<file path="src/rtl/inst_queue.sv">
// -----------------------------------------------------------------------------
// inst_queue : circular instruction FIFO between fetch and decode.
//
// Buffers {pc, inst, bht_idx, pred_taken, pred_target} from fetch and presents
// the oldest entry to decode. A flush (branch mispredict) empties the queue in
// one cycle. The array is read combinationally at head_ptr, so an entry pushed
// into an empty queue shows up at iq_* one cycle later (no fetch->decode bypass).
//
// Parameters
//   DEPTH      number of entries (power of 2, >= 2)
//   BHT_IDX_W  width of the stored BHT index
//
// Ports
//   clk, rst_n                     clock, async active-low reset
//   flush                          drop every entry (next state empty)
//   fetch_valid / fetch_ready      push handshake
//   fetch_pc, fetch_inst, fetch_bht_idx, fetch_pred_taken, fetch_pred_target
//                                  pushed payload
//   iq_valid / iq_ready            pop handshake
//   iq_pc, iq_inst, iq_bht_idx, iq_pred_taken, iq_pred_target
//                                  head payload (meaningful while iq_valid)
//   iq_count                       occupancy, 0..DEPTH
//
// Configuration macro
//   INST_QUEUE_FULL_PUSH_EN  when defined, a full queue still accepts a push in
//                            a cycle where decode pops the head.
// -----------------------------------------------------------------------------
module inst_queue #(
    parameter int DEPTH     = 4,
    parameter int BHT_IDX_W = 8
) (
    input  logic                       clk,
    input  logic                       rst_n,
    input  logic                       flush,
    input  logic                       fetch_valid,
    output logic                       fetch_ready,
    input  logic [31:0]                fetch_pc,
    input  logic [31:0]                fetch_inst,
    input  logic [BHT_IDX_W-1:0]       fetch_bht_idx,
    input  logic                       fetch_pred_taken,
    input  logic [31:0]                fetch_pred_target,
    output logic                       iq_valid,
    input  logic                       iq_ready,
    output logic [31:0]                iq_pc,
    output logic [31:0]                iq_inst,
    output logic [BHT_IDX_W-1:0]       iq_bht_idx,
    output logic                       iq_pred_taken,
    output logic [31:0]                iq_pred_target,
    output logic [$clog2(DEPTH):0]     iq_count
);

    localparam int PTR_W = $clog2(DEPTH);
    localparam int CNT_W = PTR_W + 1;

    typedef struct packed {
        logic [31:0]          pc;
        logic [31:0]          inst;
        logic [BHT_IDX_W-1:0] bht_idx;
        logic                 pred_taken;
        logic [31:0]          pred_target;
    } entry_t;

    entry_t           mem [DEPTH];
    logic [PTR_W-1:0] head_ptr;
    logic [PTR_W-1:0] tail_ptr;
    logic [CNT_W-1:0] count;
    logic             full;
    logic             push;
    logic             pop;
    entry_t           head_entry;

    assign full     = (count == CNT_W'(DEPTH));
    assign iq_valid = (count != '0);
    assign iq_count = count;

`ifdef INST_QUEUE_FULL_PUSH_EN
    // When full, tail_ptr == head_ptr; the head is read before the edge, so
    // overwriting that slot while it is popped is safe.
    assign fetch_ready = !full || iq_ready;
`else
    assign fetch_ready = !full;
`endif

    assign push = fetch_valid && fetch_ready;
    assign pop  = iq_valid && iq_ready;

    assign head_entry     = mem[head_ptr];
    assign iq_pc          = head_entry.pc;
    assign iq_inst        = head_entry.inst;
    assign iq_bht_idx     = head_entry.bht_idx;
    assign iq_pred_taken  = head_entry.pred_taken;
    assign iq_pred_target = head_entry.pred_target;

    // Control state: flush overrides any push/pop in the same cycle.
    always_ff @(posedge clk or negedge rst_n) begin
        if (!rst_n) begin
            head_ptr <= '0;
            tail_ptr <= '0;
            count    <= '0;
        end else if (flush) begin
            head_ptr <= '0;
            tail_ptr <= '0;
            count    <= '0;
        end else begin
            if (push)
                tail_ptr <= tail_ptr + PTR_W'(1);
            if (pop)
                head_ptr <= head_ptr + PTR_W'(1);
            case ({push, pop})
                2'b10:   count <= count + CNT_W'(1);
                2'b01:   count <= count - CNT_W'(1);
                default: count <= count;
            endcase
        end
    end

    // Payload storage is not reset; stale slots are never visible while count
    // excludes them.
    always_ff @(posedge clk) begin
        if (push && !flush) begin
            mem[tail_ptr] <= '{pc:          fetch_pc,
                               inst:        fetch_inst,
                               bht_idx:     fetch_bht_idx,
                               pred_taken:  fetch_pred_taken,
                               pred_target: fetch_pred_target};
        end
    end

endmodule

</file>
<file path="config.mk">
export PLATFORM = sky130hd
export DESIGN_NAME = inst_queue
export DESIGN_NICKNAME = d
export VERILOG_FILES = /design/src/rtl/inst_queue.sv
export SDC_FILE = /design/constraint.sdc
export NUM_CORES = 1
export LEC_CHECK = 0
export CAP_MARGIN = 5
export CORE_MARGIN = 3
export CORE_UTILIZATION = 58
export DETAILED_ROUTE_END_ITERATION = 10
export PLACE_DENSITY = 0.87
export SYNTH_ARGS = -nofsm -noshare
export SYNTH_HDL_FRONTEND = slang
export SYNTH_SLANG_ARGS = --single-unit
</file>
<file path="constraint.sdc">
create_clock -name clk -period 9.9 [get_ports clk]
set_input_delay 2.97 -clock clk [delete_from_list [all_inputs] [get_ports clk]]
set_output_delay 2.97 -clock clk [all_outputs]
set_load 0.01 [all_outputs]
</file>
== Word-level counts from Yosys, hierarchy flattened ==
Memory sizes are Yosys's and may differ from the RTL's.
Cells that the tools add are included.

* Reduce and logical (&&, ||, !) cells: 9
* $add $sub $neg: 4
* Eq/ne operators: 3
* Mux-type cells: 8

{| class="wikitable"
|+ Operators by type and width
! cell !! count
|-
| 2-bit 2-to-1 mux || 4
|-
| 3-bit one-hot mux with 2 select lines || 1
|-
| 3-bit nonzero test || 2
|-
| 2-bit by 1-bit adder with 2-bit output, second input constant || 2
|-
| 2-bit nonzero test || 2
|-
| 3-bit by 1-bit adder with 3-bit output, second input constant || 1
|-
| 3-bit equality test, second input constant || 1
|-
| 1-bit logical AND || 3
|-
| 3-bit 2-to-1 mux || 1
|-
| 3-bit by 1-bit subtractor with 3-bit output, second input constant || 1
|-
| 2-bit by 1-bit equality test with 1-bit output, second input constant || 1
|-
| 2-bit equality test, second input constant || 1
|-
| 1-bit zero test || 2
|-
| 1-bit 2-to-1 mux || 2
|}

* Bits of input ports: 110
* RAM bits: 420
* Logic and storage cells: 28
* Memories kept: 1
* Output and inout port bits: 110
* Register bits: 7

{| class="wikitable"
|+ Memory list
! memory !! depth !! bits a word !! rd ports !! clocked after Yosys merged registers in !! wr ports !! RTL line !! RTL
|-
| mem || 4 || 105 || 1 || 0 || 1 || 63 || <nowiki>entry_t mem [DEPTH];</nowiki>
|}

== Longest topological paths before layout ==
Gate-level depths: netlist of the first run.

* Depth in word-level cells: 6
* Gate-level depth with buffers: 7
* Depth with buffers taken out: 6

== Least setup slack after synthesis of the first run ==
OpenSTA, ideal clock, no wires.

* Path kind: input-to-reg
* Start: in fetch_valid
* End: mem mem[0][0] (netlist bit), enable pin
* Slack: 3.661 ns
* Library setup time: 0.476 ns
* Path buffers: 1
* Data required time: 9.424 ns
* Stages: 3
* Arrival time: 5.763 ns
* Path through: buf_2 > and3b_1 > and2_1

* Word-level cells in the longest chain between the ends: 4

{| class="wikitable"
|+ RTL lines
! what !! RTL line !! RTL
|-
| start: declaration || 35 || <nowiki>input logic fetch_valid,</nowiki>
|-
| 1-bit logical AND || 84 || <nowiki>assign push = fetch_valid && fetch_ready;</nowiki>
|-
| 1-bit logical AND || 120 || <nowiki>if (push && !flush) begin</nowiki>
|-
| 1-bit 2-to-1 mux || 120 ||
|-
| 1-bit 2-to-1 mux (implied by the code) || 121 || <nowiki>mem[tail_ptr] <= '{pc: fetch_pc,</nowiki>
|-
| end: declaration || 63 ||
|}

Every way passes these cells.

== Final worst setup path of the first run ==
* Start: reg head_ptr[1]
* End: out iq_pred_target[23]

* Word-level cells in the longest chain between the ends: 1

{| class="wikitable"
|+ RTL lines
! what !! RTL line !! RTL
|-
| start: declaration || 64 || <nowiki>logic [PTR_W-1:0] head_ptr;</nowiki>
|-
| start signal: assignment || 108 || <nowiki>head_ptr <= head_ptr + PTR_W'(1);</nowiki>
|-
| memory 4 x 105 bit || -- ||
|-
| end: declaration || 48 || <nowiki>output logic [31:0] iq_pred_target,</nowiki>
|}

Every way passes these cells.

==> results.yml, run 1 <==
outcome:
  outcome: "finished, final reports clean"
setup_path:
  cp_slowest_cell: "dfrtp_4"
  slowest_delay_ns: 1.07
  worstPathRequired_ns: 6.93
  cp_max_fo: 64
  endpoint_kind: "output port"
  start_kind: "register"
  worstPathCellList: "buf_4 > mux4_2 > clkdlybuf4s50_1"
  critPathKind: "register to output port"
  cp.arrival_ns: 3.23
sta:
  tns_ns: 0
  relSlewSlack: 0.2778
  final_max_slew_viol_count: 0
  period_share: 0.6264
  fin_crit_ns: 6.202
  worst_pin_slew_ns: 1.083
  hold_viol_final: 0
  rsz0062_at_grt: "no"
  fin_worst_skew_ns: 0.007545
  finalSetupViolCount: 0
  max_freq_ghz: 0.1612
pwr:
  internal-power_mw: 3.265
  p_leak_nw: 6.135
  power.net_switching_mw: 0.9185
  vdd_drop_max_uv: 223.7
  seqPwrFrac: 0.503
  switching_share: 0.2196
  combPwrFrac: 0.144
  cellPowerDensity_mw_per_mm2: 214.7
  clockPowerShare: 0.353
worst_hold_path:
  holdCritPathClass: "register to register"
routing:
  vias: 7343
  drt-pass1-iter-count: 5
  wire_per_inst_um: 24.47
  viasPerCell: 5.999
  drtIter0Drc: 663
  wirelength_um: 29950
  antenna_left: 0
  drc: 0
clock_network:
  root_buffer: "clkbuf_16"
  clockBufferDepth: 3
  cts.clk_slew.worst_paths_ns: 0.06
  insertion_delay_ns: 0.52
  h-tree-depth: 2
  post-cts-setup-buffers: 0
  post_cts_resized: 0
  cts.sinks: 427
  cts_made_buffers: 42
  ctsHoldBuffers: 0
  cts_tree: "done"
synthesis:
  synth.avg_cell_area_um2: 25.50
  ys_types: 32
  synth_seq_area_share: 0.8155
  ys.flop_type: "edfxtp_1"
  synthesis.nets: 730
  synth-seq-cells: 427
  ys_warn_count: 0
  synth_async_sr_flop_share: 0.01639
  synth_edf_count: 420
  syn_area_mm2: 0.01568
  syn_inst: 615
placement:
  gp_congestion: 0.6885
  io_buffers: 219
  place_hpwl_um: 17150
global_routing:
  grt-ovfl-total: 0
  antenna_found_initial: 2
  grt_max_degree: 85
  grt_pass1_wl_um: 46000
  grt.total_usage: 0.2109
  grt_pass1_vias: 7791
floorplanning:
  core_mm2: 0.02628
  die_h_um: 170.4
  ios: 220
  die_w_um: 170.4
  die-area_mm2: 0.02904
  initial_utilization: 0.5966
  rows: 59
job:
  cap_violations: 0
cells_and_area:
  utilization: 0.7415
  layout-drive-gt1-share: 0.1971
  areaGrowthSynthToFinish_pct: 24.28
  finalNetCount: 971
cell usage after synthesis, types with 3 or more instances:
cell type  instances  area share
a21oi_1            3     0.00096
ha_1               4      0.0032
edfxtp_1         420        0.80
xor2_1             3      0.0017
inv_1              3     0.00072
nor2_1             6      0.0014
nand2_1            6      0.0014
clkbuf_1           7      0.0017
nand3_1            4      0.0013
buf_6              5      0.0036
buf_2             15      0.0048
and2_1             4      0.0016
dfrtp_1            7       0.011
mux4_2           105        0.15
state kept, by name, indices dropped and copies added (netlist names):
name / count
iq_count: 3
head_ptr: 2
tail_ptr: 2
mem: 420
power groups by stage:
stage	logic, mW	clock network, mW	registers, mW
after floorplan	0.331	0	2.12
after global placement	0.596	0	2.14
after detailed placement	0.605	0	2.14
after CTS	0.611	1.51	2.11
after global routing	0.640	1.58	2.11
final	0.601	1.48	2.10
critical path: cells and delay by family (launching register included):
family,cells,cell delay (ns)
DFF,1,1.07
muxes,1,0.41
buffers and inverters,2,1.21
per-stage QoR:
step / instance area, µm² / setup WS (ns) / std cells / hold WS, ns / power, mW
after floorplan: 15680 / 3.661 / 615 / 0.5364 / 2.448
after global placement: 18200 / 3.998 / 1147 / 0.5686 / 2.733
after detailed placement: 18200 / 3.924 / 1147 / 0.5956 / 2.747
after CTS: 19480 / 3.653 / 1223 / 0.6038 / 4.225
after global routing: 19490 / 3.546 / 1224 / 0.6376 / 4.335
final: 19490 / 3.698 / 1224 / 0.5996 / 4.183
final timing paths:
kind,from,end,slack (ns),depth (start not counted)
max,head_ptr[1]$_DFFE_PN0P_,iq_pred_target[23],3.70,3
min,tail_ptr[1]$_DFFE_PN0P_,tail_ptr[1]$_DFFE_PN0P_,0.60,2
max reg2reg,iq_count[0]$_DFFE_PN0P_,mem[1][7]$_DFFE_PP_,6.88,4
min reg2reg,tail_ptr[1]$_DFFE_PN0P_,tail_ptr[1]$_DFFE_PN0P_,0.60,2
max in group asynchronous,rst_n,head_ptr[0]$_DFFE_PN0P_,6.86,1
min in group asynchronous,rst_n,iq_count[0]$_DFFE_PN0P_,2.74,1
routing by layer:
layer	vias up	GRT usage	part of all wire
met5	-	0	0.00043
met4	2	0.06490	0.024
met3	54	0.04925	0.073
met2	318	0.3483	0.51
met1	3837	0.2871	0.39
li1	3132	-	-
cell type report:
type,instances,area (µm²)
Antenna cell,1,2.502
Clock inverter,22,156.4
Timing Repair Buffer,225,2250
Multi-Input combinational cell,157,2726
Sequential cell,427,12790
Clock buffer,54,1127
Inverter,3,11.26
Tap cell,335,419.2
Fill cell,1428,6793
cells in the final DEF (no fill, tap or decap), types with 2 or more instances in the layout:
master,n
a21oi_1,3
dfrtp_1,5
bufinv_16,2
clkbuf_16,43
a21o_1,2
nand2_1,6
or3_1,2
inv_1,3
a2111oi_0,2
mux4_2,105
nor2b_1,2
xor2_1,3
clkinv_1,9
inv_6,2
nor2_1,6
clkdlybuf4s50_1,219
buf_4,5
dfrtp_4,2
edfxtp_1,420
o21ai_0,2
ha_1,4
clkbuf_1,10
nand3_1,4
and2_4,4
clkinv_2,9
cells by family (layout without fill, tap and decap cells):
kind of cell	count (synthesis)	in the layout	synth area share
other cells	0	1	0
xor+xnor	4	4	0.002235
compound gates	12	12	0.004948
buf+inv	31	304	0.01125
simple gates	31	31	0.01077
fa+ha+maj	5	5	0.004469
mux	105	105	0.1508
flops	427	427	0.8155
Note: power is estimated with default switching activity, not from simulation.
==> run 2: changes to the inputs <==
--- a/config.mk
+++ b/config.mk
@@ -7,9 +7,9 @@
 export LEC_CHECK = 0
 export CAP_MARGIN = 5
 export CORE_MARGIN = 3
-export CORE_UTILIZATION = 58
+export CORE_UTILIZATION = 49
 export DETAILED_ROUTE_END_ITERATION = 10
-export PLACE_DENSITY = 0.87
+export PLACE_DENSITY = 0.79
 export SYNTH_ARGS = -nofsm -noshare
 export SYNTH_HDL_FRONTEND = slang
 export SYNTH_SLANG_ARGS = --single-unit
==> constraint.sdc (replaced) <==
create_clock -name clk -period 5.3 [get_ports clk]
set_input_delay 1.59 -clock clk [delete_from_list [all_inputs] [get_ports clk]]
set_output_delay 1.59 -clock clk [all_outputs]
set_load 0.01 [all_outputs]
==> results.yml, run 2 (synthesis results as in run 1) <==
worst_hold_path:
  holdCritPathClass: "register to register"
outcome:
  outcome: "finished, final reports clean"
sta:
  final_max_slew_viol_count: 0
  period_share: 0.7996
  fin_worst_skew_ns: 0.01589
  worst_pin_slew_ns: 0.6908
  hold_viol_final: 0
  finalSetupViolCount: 0
  rsz0062_at_grt: "no"
  relSlewSlack: 0.5395
  tns_ns: 0
  worst_slack_ns: 1.062
  worst_hold_slack_ns: 0.5889
  fin_crit_ns: 4.238
  max_freq_ghz: 0.2360
routing:
  vias: 7180
  antenna_left: 0
  wire_per_inst_um: 22.18
  drtIter0Drc: 445
  wirelength_um: 28550
  drc: 0
  viasPerCell: 5.579
  drt-pass1-iter-count: 4
setup_path:
  cp_slowest_cell: "mux4_2"
  worstPathRequired_ns: 3.71
  endpoint_kind: "output port"
  start_kind: "register"
  critPathBufInv: 2
  slowest_delay_ns: 0.59
  cp_max_fo: 57
  worstPathCellList: "buf_12 > mux4_2 > clkdlybuf4s50_1"
  crit_family: "buffers and inverters"
  critPathKind: "register to output port"
  cp.arrival_ns: 2.65
global_routing:
  grt.total_usage: 0.1679
  antenna_found_initial: 3
  grtUsageMet3: 0.03947
  grt_pass1_wl_um: 43950
  grtUsageMet2: 0.2790
  grt_max_degree: 106
  grt_pass1_vias: 7780
  grtUsageMet1: 0.2284
  grt-ovfl-total: 0
  globalRoute.busiestLayer: "met2"
job:
  cap_violations: 0
clock_network:
  insertion_delay_ns: 0.53
  post_cts_resized: 0
  clockBufferDepth: 3
  h-tree-depth: 2
  cts.sinks: 427
  cts.clk_slew.worst_paths_ns: 0.06
  ctsHoldBuffers: 0
  post-cts-setup-buffers: 0
  cts_made_buffers: 43
  root_buffer: "clkbuf_16"
  cts_tree: "done"
floorplanning:
  core_mm2: 0.03107
  ios: 220
  die_h_um: 184.9
  die_w_um: 184.9
  initial_utilization: 0.5047
  rows: 64
  die-area_mm2: 0.03418
placement:
  io_buffers: 219
  placed_cells: 1211
  dp_slack_ns: 1.192
  gp_congestion: 0.7165
  place_hpwl_um: 16110
  dpl_cell_area_mm2: 0.01838
cells_and_area:
  utilization: 0.6335
  fin_area_mm2: 0.01968
  regMostFlops: "mem"
  layout.cells.non_filler: 1287
  mostFrequentLayoutCells: "edfxtp_1 (420), clkdlybuf4s50_1 (219), mux4_2 (105), clkbuf_16 (44), clkbuf_1 (11)"
  largest_reg_flops: 420
  final_common_cell: "edfxtp_1"
  finalNetCount: 975
  layout-drive-gt1-share: 0.2022
  areaGrowthSynthToFinish_pct: 25.53
pwr:
  p_leak_nw: 6.180
  p_total_mw: 7.843
  cellPowerDensity_mw_per_mm2: 398.5
  vdd_drop_max_uv: 314.3
run 2: power breakdown:
group,leakage (nW),switching [mW],internal [mW]
Clock,0.646,1.17,1.62
Sequential,3.90,0.0547,3.85
Combinational,1.63,0.488,0.659
Total,6.18,1.71,6.13
run 2: layer usage:
metal  wire [µm]  part of all wire  up-vias
met5          31            0.0011        -
met4         576             0.020        4
met3        1951             0.068       53
met2       14440              0.51      242
met1       11550              0.40     3750
li1            -                 -     3131
run 2: area by class of cell:
cell class	instances	area, µm²
Fill cell	2056	11390
Sequential cell	427	12790
Antenna cell	1	2.502
Clock inverter	20	162.7
Tap cell	396	495.5
Multi-Input combinational cell	157	2726
Timing Repair Buffer	228	2347
Inverter	3	11.26
Clock buffer	55	1142
run 2: worst min-delay path, cell delays in order (launching register included):
cell and delay (ns):
dfrtp_1 0.41, nand2_1 0.07, a21oi_1 0.06
run 2: path summary, 6_finish.rpt:
| check | startpoint | endpoint | slack (ns) | cells after the start |
|---|---|---|---|---|
| max in group asynchronous | rst_n | head_ptr[1]$_DFFE_PN0P_ | 3.71 | 1 |
| min in group asynchronous | rst_n | iq_count[0]$_DFFE_PN0P_ | 1.33 | 1 |
| worst min-delay path | tail_ptr[1]$_DFFE_PN0P_ | tail_ptr[1]$_DFFE_PN0P_ | 0.59 | 2 |
| worst min register to register | tail_ptr[1]$_DFFE_PN0P_ | tail_ptr[1]$_DFFE_PN0P_ | 0.59 | 2 |
| worst max-delay path | head_ptr[0]$_DFFE_PN0P_ | iq_inst[19] | 1.06 | 3 |
| worst max register to register | iq_count[0]$_DFFE_PN0P_ | iq_count[2]$_DFFE_PN0P_ | 2.70 | 6 |
